`src/rtl/ser_par_lane_if.sv`:
```
// Lane-side signal bundle: serial bit in, aligned byte/strobe/valid/active out.
// master is the receiver that drives the byte outputs; slave is the lane source and consumer.
interface ser_par_lane_if;
  logic       data_in;
  logic [7:0] data_out;
  logic       valid_out;
  logic       byte_strobe;
  logic       active;

  modport master (
    input  data_in,
    output data_out,
    output valid_out,
    output byte_strobe,
    output active
  );

  modport slave (
    output data_in,
    input  data_out,
    input  valid_out,
    input  byte_strobe,
    input  active
  );
endinterface

```
`src/rtl/ser_par_lane.sv`:
```
// Serial-to-parallel lane receiver: comma hunt, byte alignment, activation after ACTIVE_COUNT commas.
// Outputs registered on the edge sampling a byte's last bit (MSB-at-N -> visible after N+7); no backpressure.
module ser_par_lane #(
  parameter logic [7:0] COMMA        = 8'hBC,
  parameter int         ACTIVE_COUNT = 4
) (
  input  logic            clk_32f,
  input  logic            reset,
  ser_par_lane_if.master  lane
);

  typedef enum logic [1:0] {HUNT, SYNC, ACTIVE} state_t;

  localparam logic [3:0] ACT_CNT = 4'(ACTIVE_COUNT);

  state_t     state;
  logic [6:0] sr;
  logic [2:0] bit_cnt;
  logic [3:0] comma_cnt;
  logic [7:0] data_q;
  logic       valid_q;
  logic       strobe_q;
  logic       active_q;

  logic [7:0] cand;
  logic       is_comma;
  logic       byte_done;

  // The candidate includes the bit being sampled, so decisions land on the last-bit edge.
  assign cand      = {sr, lane.data_in};
  assign is_comma  = (cand == COMMA);
  assign byte_done = (bit_cnt == 3'd7);

  always_ff @(posedge clk_32f or negedge reset) begin
    if (!reset) begin
      state     <= HUNT;
      sr        <= 7'd0;
      bit_cnt   <= 3'd0;
      comma_cnt <= 4'd0;
      data_q    <= 8'h00;
      valid_q   <= 1'b0;
      strobe_q  <= 1'b0;
      active_q  <= 1'b0;
    end else begin
      sr       <= cand[6:0];
      strobe_q <= 1'b0;
      valid_q  <= 1'b0;
      case (state)
        HUNT: begin
          if (is_comma) begin
            state     <= SYNC;
            bit_cnt   <= 3'd0;
            comma_cnt <= 4'd1;
          end
        end
        SYNC: begin
          bit_cnt <= bit_cnt + 3'd1;
          if (byte_done) begin
            strobe_q <= 1'b1;
            if (is_comma) begin
              comma_cnt <= comma_cnt + 4'd1;
              if (comma_cnt + 4'd1 == ACT_CNT) begin
                state    <= ACTIVE;
                active_q <= 1'b1;
              end
            end else begin
              // A false bit-level lock lands here on the first misaligned byte.
              state     <= HUNT;
              comma_cnt <= 4'd0;
            end
          end
        end
        ACTIVE: begin
          bit_cnt <= bit_cnt + 3'd1;
          if (byte_done) begin
            strobe_q <= 1'b1;
            if (!is_comma) begin
              valid_q <= 1'b1;
              data_q  <= cand;
            end
          end
        end
        default: begin
          state <= HUNT;
        end
      endcase
    end
  end

  assign lane.data_out    = data_q;
  assign lane.valid_out   = valid_q;
  assign lane.byte_strobe = strobe_q;
  assign lane.active      = active_q;

  a_valid_needs_strobe : assert property (@(posedge clk_32f) disable iff (!reset)
    valid_q |-> strobe_q);
  a_valid_needs_active : assert property (@(posedge clk_32f) disable iff (!reset)
    valid_q |-> active_q);
  a_strobe_single : assert property (@(posedge clk_32f) disable iff (!reset)
    strobe_q |=> !strobe_q);

endmodule

```
`src/flat_wrapper.sv`:
```
// flat-port wrapper written by rule: the top's interface ports become plain ports
module ser_par_lane_flat 
#(
  parameter logic [7:0] COMMA        = 8'hBC,
  parameter int         ACTIVE_COUNT = 4
)
  (clk_32f, reset, lane_data_in, lane_data_out, lane_valid_out, lane_byte_strobe, lane_active);
  ser_par_lane_if lane_i ();
  input  logic clk_32f;
  input  logic reset;
  input wire logic [$bits(lane_i.data_in)-1:0] lane_data_in;
  output wire logic [$bits(lane_i.data_out)-1:0] lane_data_out;
  output wire logic [$bits(lane_i.valid_out)-1:0] lane_valid_out;
  output wire logic [$bits(lane_i.byte_strobe)-1:0] lane_byte_strobe;
  output wire logic [$bits(lane_i.active)-1:0] lane_active;
  assign lane_i.data_in = lane_data_in;
  assign lane_data_out = lane_i.data_out;
  assign lane_valid_out = lane_i.valid_out;
  assign lane_byte_strobe = lane_i.byte_strobe;
  assign lane_active = lane_i.active;
  ser_par_lane #(.COMMA(COMMA), .ACTIVE_COUNT(ACTIVE_COUNT)) u_core (.clk_32f(clk_32f), .reset(reset), .lane(lane_i));
endmodule
```
`config.mk`:
```
export PLATFORM = sky130hd
export DESIGN_NAME = ser_par_lane_flat
export DESIGN_NICKNAME = d
export VERILOG_FILES = /design/src/rtl/ser_par_lane_if.sv /design/src/rtl/ser_par_lane.sv /design/src/flat_wrapper.sv
export SDC_FILE = /design/constraint.sdc
export NUM_CORES = 1
export LEC_CHECK = 0
export CORE_ASPECT_RATIO = 1.1
export CORE_UTILIZATION = 55
export CTS_CLUSTER_SIZE = 24
export DETAILED_ROUTE_END_ITERATION = 16
export GPL_ROUTABILITY_DRIVEN = 0
export PLACE_DENSITY = 0.87
export SLEW_MARGIN = 20
export SYNTH_ARGS = -nofsm -noshare
export SYNTH_HDL_FRONTEND = slang
export SYNTH_SLANG_ARGS = --single-unit
export TNS_END_PERCENT = 10
```
`constraint.sdc`:
```
create_clock -name clk_32f -period 2.5 [get_ports clk_32f]
set_input_delay 0.5 -clock clk_32f [delete_from_list [all_inputs] [get_ports clk_32f]]
set_output_delay 0.5 -clock clk_32f [all_outputs]
set_load 0.01 [all_outputs]
```
==> results of run 1 <==
==> worst max-delay path, delay by kind of cell (launching register included) <==
kind / cells / cell delay (ns)
fa+ha+maj: 2 / 0.49
flops: 1 / 0.46
simple gates: 2 / 0.38
mux: 1 / 0.38
==> Yosys cell counts <==
cell	number	area, um^2
a211oi_1	1	7.51
a21boi_0	1	7.51
a21o_1	1	7.51
a21oi_1	4	20.0
a21oi_2	1	8.76
a31oi_1	3	18.8
a32oi_1	3	26.3
a41oi_1	1	8.76
and2_1	1	6.26
and3_1	2	12.5
and3b_1	1	8.76
and4_1	1	8.76
and4b_1	1	10.0
and4bb_2	1	12.5
buf_2	2	10.0
buf_8	1	15.0
clkbuf_1	1	3.75
dfrtp_1	27	676
ha_1	7	87.6
inv_1	5	18.8
mux2_2	8	90.1
mux2i_1	3	30.0
nand2_1	2	7.51
nand2b_1	1	6.26
nand3_1	2	10.0
nand3b_1	1	7.51
nand4b_1	1	8.76
nand4b_4	1	23.8
nand4bb_1	1	11.3
nand4bb_4	1	27.5
nor2_1	3	11.3
nor2_4	2	22.5
nor2b_1	2	12.5
o2111ai_1	1	8.76
o211ai_1	1	7.51
o21ai_0	7	35.0
o21ai_1	2	10.0
o22ai_1	1	6.26
o31ai_1	2	15.0
o31ai_2	1	12.5
or2_2	1	6.26
xnor2_1	1	8.76
==> flip-flops by register name, indices dropped and copies added, names as in the netlist <==
name / cells
u_core.bit_cnt: 3
u_core.lane.active: 1
u_core.lane.data_out: 8
u_core.lane.valid_out: 1
u_core.lane.byte_strobe: 1
u_core.sr: 7
u_core.comma_cnt: 4
u_core.state: 2
==> layout make-up <==
cell class / instances / area [um^2]
Clock buffer: 3 / 22.5
Timing Repair Buffer: 14 / 138
Inverter: 5 / 18.8
Multi-Input combinational cell: 74 / 631
Tap cell: 30 / 37.5
Sequential cell: 27 / 676
Fill cell: 175 / 767
Clock inverter: 1 / 7.51
==> path summary, 6_finish.rpt <==
kind | end | cells after the start | slack, ns | from
min reg2reg | u_core.sr[6] | 0 | 0.45 | u_core.sr[5]
max | u_core.lane.data_out[5] | 5 | 0.69 | u_core.bit_cnt[0]
max in group asynchronous | u_core.sr[1] | 2 | 1.73 | reset
max reg2reg | u_core.lane.data_out[5] | 5 | 0.69 | u_core.bit_cnt[0]
min in group asynchronous | u_core.bit_cnt[1] | 2 | 0.52 | reset
min | u_core.sr[6] | 0 | 0.45 | u_core.sr[5]
==> logic make-up after synthesis <==
kind of cell	after synthesis	synth area share [%]
AOI/OAI and AO/OA	30	14.8
xor gates and xnor gates	1	0.647
adders and majority gates	7	6.47
buffers and inverters	9	3.51
DFF	27	49.9
muxes	11	8.87
and+or+nand+nor	25	15.8
==> where the power goes <==
group	switching (mW)	leakage (nW)	total [mW]	internal, mW
registers	0.0121	0.353	0.458	0.446
clock network	0.128	0.0139	0.189	0.0610
logic	0.0512	0.296	0.0796	0.0285
==> per-layer routing <==
metal / GRT usage (%) / wire length, um / share of wire (%)
met1: 25.9 / 1110 / 41
met2: 43.6 / 1420 / 52
met3: 2.26 / 116 / 4.3
met4: 11.3 / 83 / 3.0
met5: 0 / 0 / 0
==> stage by stage <==
step / utilization [%] / hold slack (ns)
after floorplan: - / 0.204
after global placement: 65.3 / 0.400
after detailed placement: 65.3 / 0.424
after CTS: 66.6 / 0.452
after global routing: 66.6 / 0.474
final: 66.6 / 0.454
==> metrics.md, run 1 <==
| Metric | Value |
|---|---|
| Core Rows | `18` |
| Syn avg cell area | `12.3 um^2` |
| Most frequent cells in the layout | `dfrtp_1 (27), clkdlybuf4s50_1 (13), mux2_2 (8)` |
| Crit path largest cell delay | `~0.46 ns` |
| Minimum clock period | `1.81 ns` |
| Final hold violations | `0` |
| Buffers on Ports | `13` |
| Vias in the first global route | `980` |
| Crit path cell chain | `ha_1, ha_1, nand2_1, nor2_4, mux2_2` |
| Synth Register Bits | `27` |
| HPWL Detailed | `1980 um` |
| Total chip power | `0.726 mW` |
| Avg Vias per Cell | `about 6.3` |
| Synth Instances | `110` |
| Routed wire length | `2730 um` |
| Most common cell after layout, fill and taps aside | `dfrtp_1` |
| IO Pins | `14` |
| Setup Viol. Count Final | `0` |
| Leak | `0.663 nW` |
| Clock Path Buffers | `2` |
| Syn nets | `120` |
| Starting Density | `58.9%` |
| Clk slew on worst S/H paths | `0.15 ns` |
| Ys Warns | `0` |
| Synth cell types | `between 40 and 50` |
| Width of the die | `approximately 49 um` |
| Initial DRC Count | `35` |
| Post-Syn Area | `approximately 1400 um^2` |
| Antenna violations before repair | `0` |
| Area Growth Syn to Fin | `13.0%` |
| Crit path DAT | `2.03 ns` |
| Critical Path Slowest Stage Cell | `dfrtp_1` |
| H-tree depth | `1` |
| WP data required | `2.72 ns` |
| Final WS setup | `approximately 0.7 ns` |
| CTS Hold Bufs | `0` |
| Hold WC Path Type | `flop to flop` |
| Wire per inst | `17.7 um` |
| Status | `completed` |
| Setup bufs post-CTS | `0` |
| Die ar. | `roughly 2700 um^2` |
| Placed cell count | `150` |
| Total track usage | `22.9%` |
| DR vias | `970` |
| Clock Skew | `0.00903 ns` |
| Largest net degree at the start of global routing | `28` |
| Layout cell share with drive strength beyond 1 | `16.9%` |
| Worst skew pair latency | `between 0.3 and 0.4 ns` |
| Nets | `135` |
| Fmax | `552 MHz` |
| Slew Limit Headroom | `72.6%` |
| Clk root buf | `clkbuf_4` |
| Area after DPL | `about 1500 um^2` |
| Max IR drop VDD | `0.474 mV` |
| Power per Cell Area | `475 nW/um^2` |
| Residual DRC | `0` |
| Final-report max-slew violation count | `0` |
| Max Fanout on Critical Path | `9` |
| Worst path most repeated cell | `ha_1` |
| Max cap viols | `0` |
| Gr ovfl total | `0` |
| TritonCTS clock tree | `built` |
| Final clock period utilization by the worst path | `between 70% and 80%` |
| Crit Path Class | `flop to flop` |
| First-pass GRT wire length | `4480 um` |
| RSZ-0062 raised after global routing | `no` |
| Core area | `around 2300 um^2` |
| Post-DRT Antenna Nets | `0` |
| Worst Tran Pin Value | `roughly 0.41 ns` |
| # diodes | `0` |
| Post-CTS sizing | `0` |
| Fin cells | `154` |
| Pre-antenna DRT Iters | `4` |
| Sink Count | `27` |
| Die H | `54.0 um` |
| Final setup TNS | `0 ns` |
| Register area share after synthesis | `49.9%` |
| Clock buffer count from CTS | `3` |
| Worst slack, placed | `0.380 ns` |
| CP startpoint kind | `flop` |
| Final Cell Area | `around 1500 um^2` |
| CP endpoint kind | `flop` |
(Power assumes the default switching activity.)
==> run 2: changes to the inputs <==
- clock period: 2.5 -> 1.8 ns (I/O delays scaled with it)
==> run 2 against run 1 <==
Combinational power up 56%. Clock skew up 0.0022 ns. Sequential power up 39%. Critical path depth up 1. Cell count up 5.8%. Fmax up 10%. Core utilization up 3.0 points. Critical path type unchanged. Highest routed layer unchanged.
==> metrics.md, run 2 (synthesis results as in run 1) <==
| Metric | Value |
|---|---|
| Sink Count | `27 (unchanged)` |
| First-pass GRT wire length | `4370 um (-2.3%)` |
| Leak | `0.707 nW (+6.6%)` |
| Nets | `144 (+6.7%)` |
| Register area | `676 um^2 (unchanged)` |
| Most common cell after layout, fill and taps aside | `dfrtp_1` |
| Clk slew on worst S/H paths | `0.14 ns (about the same)` |
| RR Startpoint | `u_core.bit_cnt[0]` |
| Met3 Use GR | `2.82% (+0.56 points)` |
| IO Pins | `14 (unchanged)` |
| Clk root buf | `clkbuf_4` |
| Hold WC Path Type | `input port to async pin` |
| Max IR drop VDD | `0.698 mV (+47%)` |
| Initial DRC Count | `16 (-54%)` |
| Setup Viol. Count Final | `0 (unchanged)` |
| Fmax | `609 MHz (+10%)` |
| Gr ovfl total | `0 (unchanged)` |
| DR vias | `985 (+1.5%)` |
| Residual DRC | `0 (unchanged)` |
| CP startpoint kind | `flop` |
| CP endpoint kind | `flop` |
| HPWL Detailed | `1890 um (-4.3%)` |
| Met1 usage | `27.3% (+1.4 points)` |
| Power per Cell Area | `633 nW/um^2 (+33%)` |
| Post-DRT Antenna Nets | `0 (unchanged)` |
| Layer with the highest usage | `met2` |
| Crit path DAT | `1.84 ns (-0.19 ns)` |
| H-tree depth | `1 (unchanged)` |
| Routed wire length | `2590 um (-4.9%)` |
| # diodes | `0 (unchanged)` |
| Die ar. | `2660 um^2 (unchanged)` |
| Clock Skew | `0.0112 ns (+0.00216 ns)` |
| Clock Path Buffers | `2 (unchanged)` |
| Setup bufs post-CTS | `0 (unchanged)` |
| Crit Path Class | `flop to flop` |
| Core Rows | `18 (unchanged)` |
| Largest net degree at the start of global routing | `28 (unchanged)` |
| Total chip power | `1.01 mW (+39%)` |
| R2R cell count | `6 (+1)` |
| Slew Limit Headroom | `74.7% (+2.0 points)` |
| Multi-input gate area | `636 um^2 (+0.79%)` |
| TritonCTS clock tree | `built` |
| RSZ-0062 raised after global routing | `no` |
| Final-report max-slew violation count | `0 (unchanged)` |
| Total track usage | `21.9% (-1.0 points)` |
| Minimum clock period | `1.64 ns (-0.170 ns)` |
| Final clock period utilization by the worst path | `91.2% (+19 points)` |
| CTS Hold Bufs | `0 (unchanged)` |
| Worst Tran Pin Value | `0.378 ns (-0.0305 ns)` |
| Clock buffer count from CTS | `3 (unchanged)` |
| Vias in the first global route | `978 (-0.20%)` |
| Worst slack, placed | `-0.0622 ns (-0.442 ns)` |
| Width of the die | `49.3 um (unchanged)` |
| Pre-antenna DRT Iters | `4 (unchanged)` |
| Worst reg-to-reg setup slack | `0.16 ns (-0.53 ns)` |
| Final hold violations | `0 (unchanged)` |
| RR Endpoint | `u_core.comma_cnt[3]` |
| Max cap viols | `0 (unchanged)` |
| Max reg flops | `8 (unchanged)` |
| Fill cells | `169 (-3.4%)` |
| Area Growth Syn to Fin | `18.1%` |
| Worst skew pair latency | `0.31 ns (about the same)` |
| Wire per inst | `15.9 um (-10%)` |
| Core area | `2300 um^2 (unchanged)` |
| Most frequent cells in the layout | `dfrtp_1 (27), clkdlybuf4s50_1 (13), buf_4 (10)` |
| GR met2 Demand/Resource | `39.7% (-3.9 points)` |
| Avg Vias per Cell | `6.04 (-4.1%)` |
| Final WS setup | `0.159 ns (-0.530 ns)` |
| Status | `completed` |
| Antenna violations before repair | `0 (unchanged)` |
| Buffers on Ports | `13 (unchanged)` |
| Layout cell share with drive strength beyond 1 | `23.3% (+6.4 points)` |
| Die H | `54.0 um (unchanged)` |
| Post-CTS sizing | `0 (unchanged)` |
| Starting Density | `58.9% (unchanged)` |
| WP data required | `2.00 ns (-0.72 ns)` |
| Max Fanout on Critical Path | `6 (-3)` |
run 2: changes by cell type in the layout (fill, tap and decap cells not counted):
cell	before	now
nor2b_2	0	1
clkbuf_1	0	1
buf_4	1	10
nor2b_1	2	1
ha_2	0	1
clkinvlp_4	1	0
ha_1	7	6
run 2: worst max path at each step:
stage	start	end	depth (start not counted)
finish	u_core.bit_cnt[0]	u_core.comma_cnt[3]	6
global route	u_core.bit_cnt[0]	u_core.lane.data_out[7]	5
global placement	lane_data_in	u_core.lane.data_out[1]	5
floorplan	u_core.bit_cnt[0]	u_core.lane.data_out[0]	5
detailed placement	lane_data_in	u_core.lane.data_out[7]	5
CTS	u_core.state[1]	u_core.state[0]	6
run 2: metrics by stage:
| step | TNS (ns) | std cells | area [um^2] | hold slack (ns) | util, % |
|---|---|---|---|---|---|
| 2_1_floorplan | 0 | 110 | 1350 | 0.0644 | - |
| 3_3_place_gp | -0.0773 | 159 | 1570 | 0.406 | 68.2 |
| 3_5_place_dp | -0.383 | 159 | 1570 | 0.413 | 68.2 |
| 4_1_cts | 0 | 163 | 1590 | 0.405 | 69.4 |
| 5_1_grt | 0 | 163 | 1600 | 0.420 | 69.6 |
| 6_report | 0 | 163 | 1600 | 0.393 | 69.6 |
run 2: final cells by class:
cell class                 count  share of cell area, %
sequential                    27                   42.3
multi-input combinational     74                   39.7
timing repair buffer          23                   12.8
tap                           30                   2.35
clock buffer                   4                   1.64
inverter                       5                   1.17
run 2: power by group:
group / switching (mW) / total [mW] / internal (mW)
clock network: 0.167 / 0.253 / 0.0864
registers: 0.0156 / 0.635 / 0.619
logic: 0.0736 / 0.124 / 0.0500
total: 0.256 / 1.01 / 0.756
run 2: critical path: stages (launching register included):
cell and delay [ns]:
dfrtp_1 0.44, ha_1 0.21, ha_1 0.24, buf_4 0.17, and4_1 0.19, a32oi_1 0.17, o21ai_0 0.10
run 2: layer usage:
metal	vias to the layer above	wire length [um]
li1	458	-
met1	497	1120
met2	23	1360
met3	7	68
met4	0	39
met5	-	0
==> run 3: changes to the inputs <==
- MAX_ROUTING_LAYER: unset -> met4
==> run 3 against run 2 <==
First-iteration DRC count did not move. Critical path type unchanged. Non-clock buffer count did not move. Combinational power barely moved. Clock skew barely moved. Highest routed layer unchanged. Sequential power barely moved. Fmax barely moved.
==> metrics.md, run 3 (synthesis results as in run 1) <==
| Metric | Value |
|---|---|
| Nets | `144 (unchanged)` |
| H-tree depth | `1 (unchanged)` |
| Pre-antenna DRT Iters | `4 (unchanged)` |
| Status | `completed` |
| Power per Cell Area | `632 nW/um^2 (about the same)` |
| Die ar. | `2660 um^2 (unchanged)` |
| Crit path cell chain | `ha_1, ha_1, nand2_1, nor2_4, mux2_2` |
| Crit Path Class | `flop to flop` |
| Clock Path Buffers | `2 (unchanged)` |
| Setup bufs post-CTS | `0 (unchanged)` |
| Gr ovfl total | `0 (unchanged)` |
| Sw Share | `25.3% (-0.036 points)` |
| WP data required | `2.01 ns (about the same)` |
| Final hold violations | `0 (unchanged)` |
| Area Growth Syn to Fin | `18.1% (unchanged)` |
| Avg Vias per Cell | `6.04 (unchanged)` |
| Layout cell share with drive strength beyond 1 | `23.3% (unchanged)` |
| Sink Count | `27 (unchanged)` |
| Antenna violations before repair | `0 (unchanged)` |
| Clock power share | `25.0% (about the same)` |
| Worst reg-to-reg setup slack | `0.16 ns (about the same)` |
| # diodes | `0 (unchanged)` |
| Combinational power share | `12.2% (about the same)` |
| RR Endpoint | `u_core.lane.data_out[3]` |
| Total track usage | `22.5% (+0.68 points)` |
| Core area | `2300 um^2 (unchanged)` |
| Minimum clock period | `1.64 ns (-0.000260 ns)` |
| Max IR drop VDD | `0.698 mV (about the same)` |
| Largest net degree at the start of global routing | `28 (unchanged)` |
| Critical Path Slowest Stage Cell | `dfrtp_1` |
| Hold WC Path Type | `input port to async pin` |
| Max cap viols | `0 (unchanged)` |
| CP endpoint kind | `flop` |
| Width of the die | `49.3 um (unchanged)` |
| First-pass GRT wire length | `4370 um (unchanged)` |
| Clock Skew | `0.0111 ns (-0.000102 ns)` |
| Slew Limit Headroom | `74.6% (about the same)` |
| Sw Pwr | `0.256 mW (-0.19%)` |
| Worst skew pair latency | `0.31 ns (about the same)` |
| Clock buffer count from CTS | `3 (unchanged)` |
| Residual DRC | `0 (unchanged)` |
| Initial DRC Count | `16 (unchanged)` |
| Most common cell after layout, fill and taps aside | `dfrtp_1` |
| Clk root buf | `clkbuf_4` |
| Max Fanout on Critical Path | `9 (+3)` |
| DR vias | `985 (unchanged)` |
| Buffers on Ports | `13 (unchanged)` |
| Worst path most repeated cell | `ha_1` |
| Crit path largest cell delay | `0.43 ns (about the same)` |
| Final clock period utilization by the worst path | `91.1% (about the same)` |
| R2R cell count | `5 (-1)` |
| Post-CTS sizing | `0 (unchanged)` |
| Pint | `0.756 mW (about the same)` |
| CTS Hold Bufs | `0 (unchanged)` |
| Core Rows | `18 (unchanged)` |
| TritonCTS clock tree | `built` |
| Routed wire length | `2590 um (-0.15%)` |
| Total chip power | `1.01 mW (about the same)` |
| Final WS setup | `0.160 ns (+0.000260 ns)` |
| CP startpoint kind | `flop` |
| Setup Viol. Count Final | `0 (unchanged)` |
| Clk slew on worst S/H paths | `0.14 ns (about the same)` |
| Crit path DAT | `1.85 ns (about the same)` |
| Post-DRT Antenna Nets | `0 (unchanged)` |
| Final-report max-slew violation count | `0 (unchanged)` |
| Leak | `0.707 nW (unchanged)` |
| Most frequent cells in the layout | `dfrtp_1 (27), clkdlybuf4s50_1 (13), buf_4 (10)` |
| Die H | `54.0 um (unchanged)` |
| HPWL Detailed | `1890 um (unchanged)` |
| Worst slack, placed | `-0.0622 ns (unchanged)` |
| Wire per inst | `15.9 um (-0.15%)` |
| Max reg flops | `8 (unchanged)` |
| Starting Density | `58.9% (unchanged)` |
| IO Pins | `14 (unchanged)` |
| RR Startpoint | `u_core.bit_cnt[0]` |
| Share of power burned in registers | `62.8% (about the same)` |
| Worst Tran Pin Value | `0.378 ns (+0.000619 ns)` |
| RSZ-0062 raised after global routing | `no` |
| Fmax | `610 MHz (about the same)` |
| Vias in the first global route | `982 (+0.41%)` |
## run 3: power by group through the flow
stage               logic (mW)  clock network (mW)  registers (mW)
finish                   0.123               0.253           0.635
global route             0.136               0.281           0.638
CTS                      0.120               0.260           0.635
detailed placement       0.119                   0           0.646
global placement         0.113                   0           0.645
floorplan               0.0717                   0           0.643
## run 3: cell type report
class                      count  area [um^2]
multi-input combinational     74          636
sequential                    27          676
fill                         169          698
clock buffer                   4         26.3
inverter                       5         18.8
tap                           30         37.5
timing repair buffer          23          205
## run 3: worst max-delay path by stage
| stage | startpoint | to | slack, ns |
|---|---|---|---|
| after floorplan | u_core.bit_cnt[0] | u_core.lane.data_out[0] | 0.25 |
| after global placement | lane_data_in | u_core.lane.data_out[1] | -0.01 |
| after detailed placement | lane_data_in | u_core.lane.data_out[7] | -0.06 |
| after CTS | u_core.state[1] | u_core.state[0] | 0.09 |
| after global routing | u_core.bit_cnt[0] | u_core.lane.data_out[7] | 0.06 |
| final | u_core.bit_cnt[0] | u_core.lane.data_out[3] | 0.16 |
## run 3: per-layer routing
| layer | vias to the layer above | GRT usage, % | share of wire (%) | routed length [um] |
|---|---|---|---|---|
| met5 | - | - | 0 | 0 |
| met4 | 0 | 6.86 | 1.7 | 43 |
| met3 | 7 | 2.54 | 2.4 | 62 |
| met2 | 23 | 39.7 | 53 | 1360 |
| met1 | 497 | 27.5 | 43 | 1120 |
| li1 | 458 | - | - | - |
## run 3: stage by stage
stage	instances	utilization (%)	setup TNS (ns)	hold slack, ns	instance area [um^2]
after floorplan	110	-	0	0.0644	1350
after global routing	163	69.6	0	0.420	1600
after detailed placement	159	68.2	-0.383	0.413	1570
final	163	69.6	0	0.393	1600
after global placement	159	68.2	-0.0773	0.406	1570
after CTS	163	69.4	0	0.405	1590
## run 3: worst max-delay path: cells and delay by family, from the launching register on
family        cells  cell delay (ns)
fa+ha+maj         2             0.39
simple gates      2             0.35
flops             1             0.43
mux               1             0.37
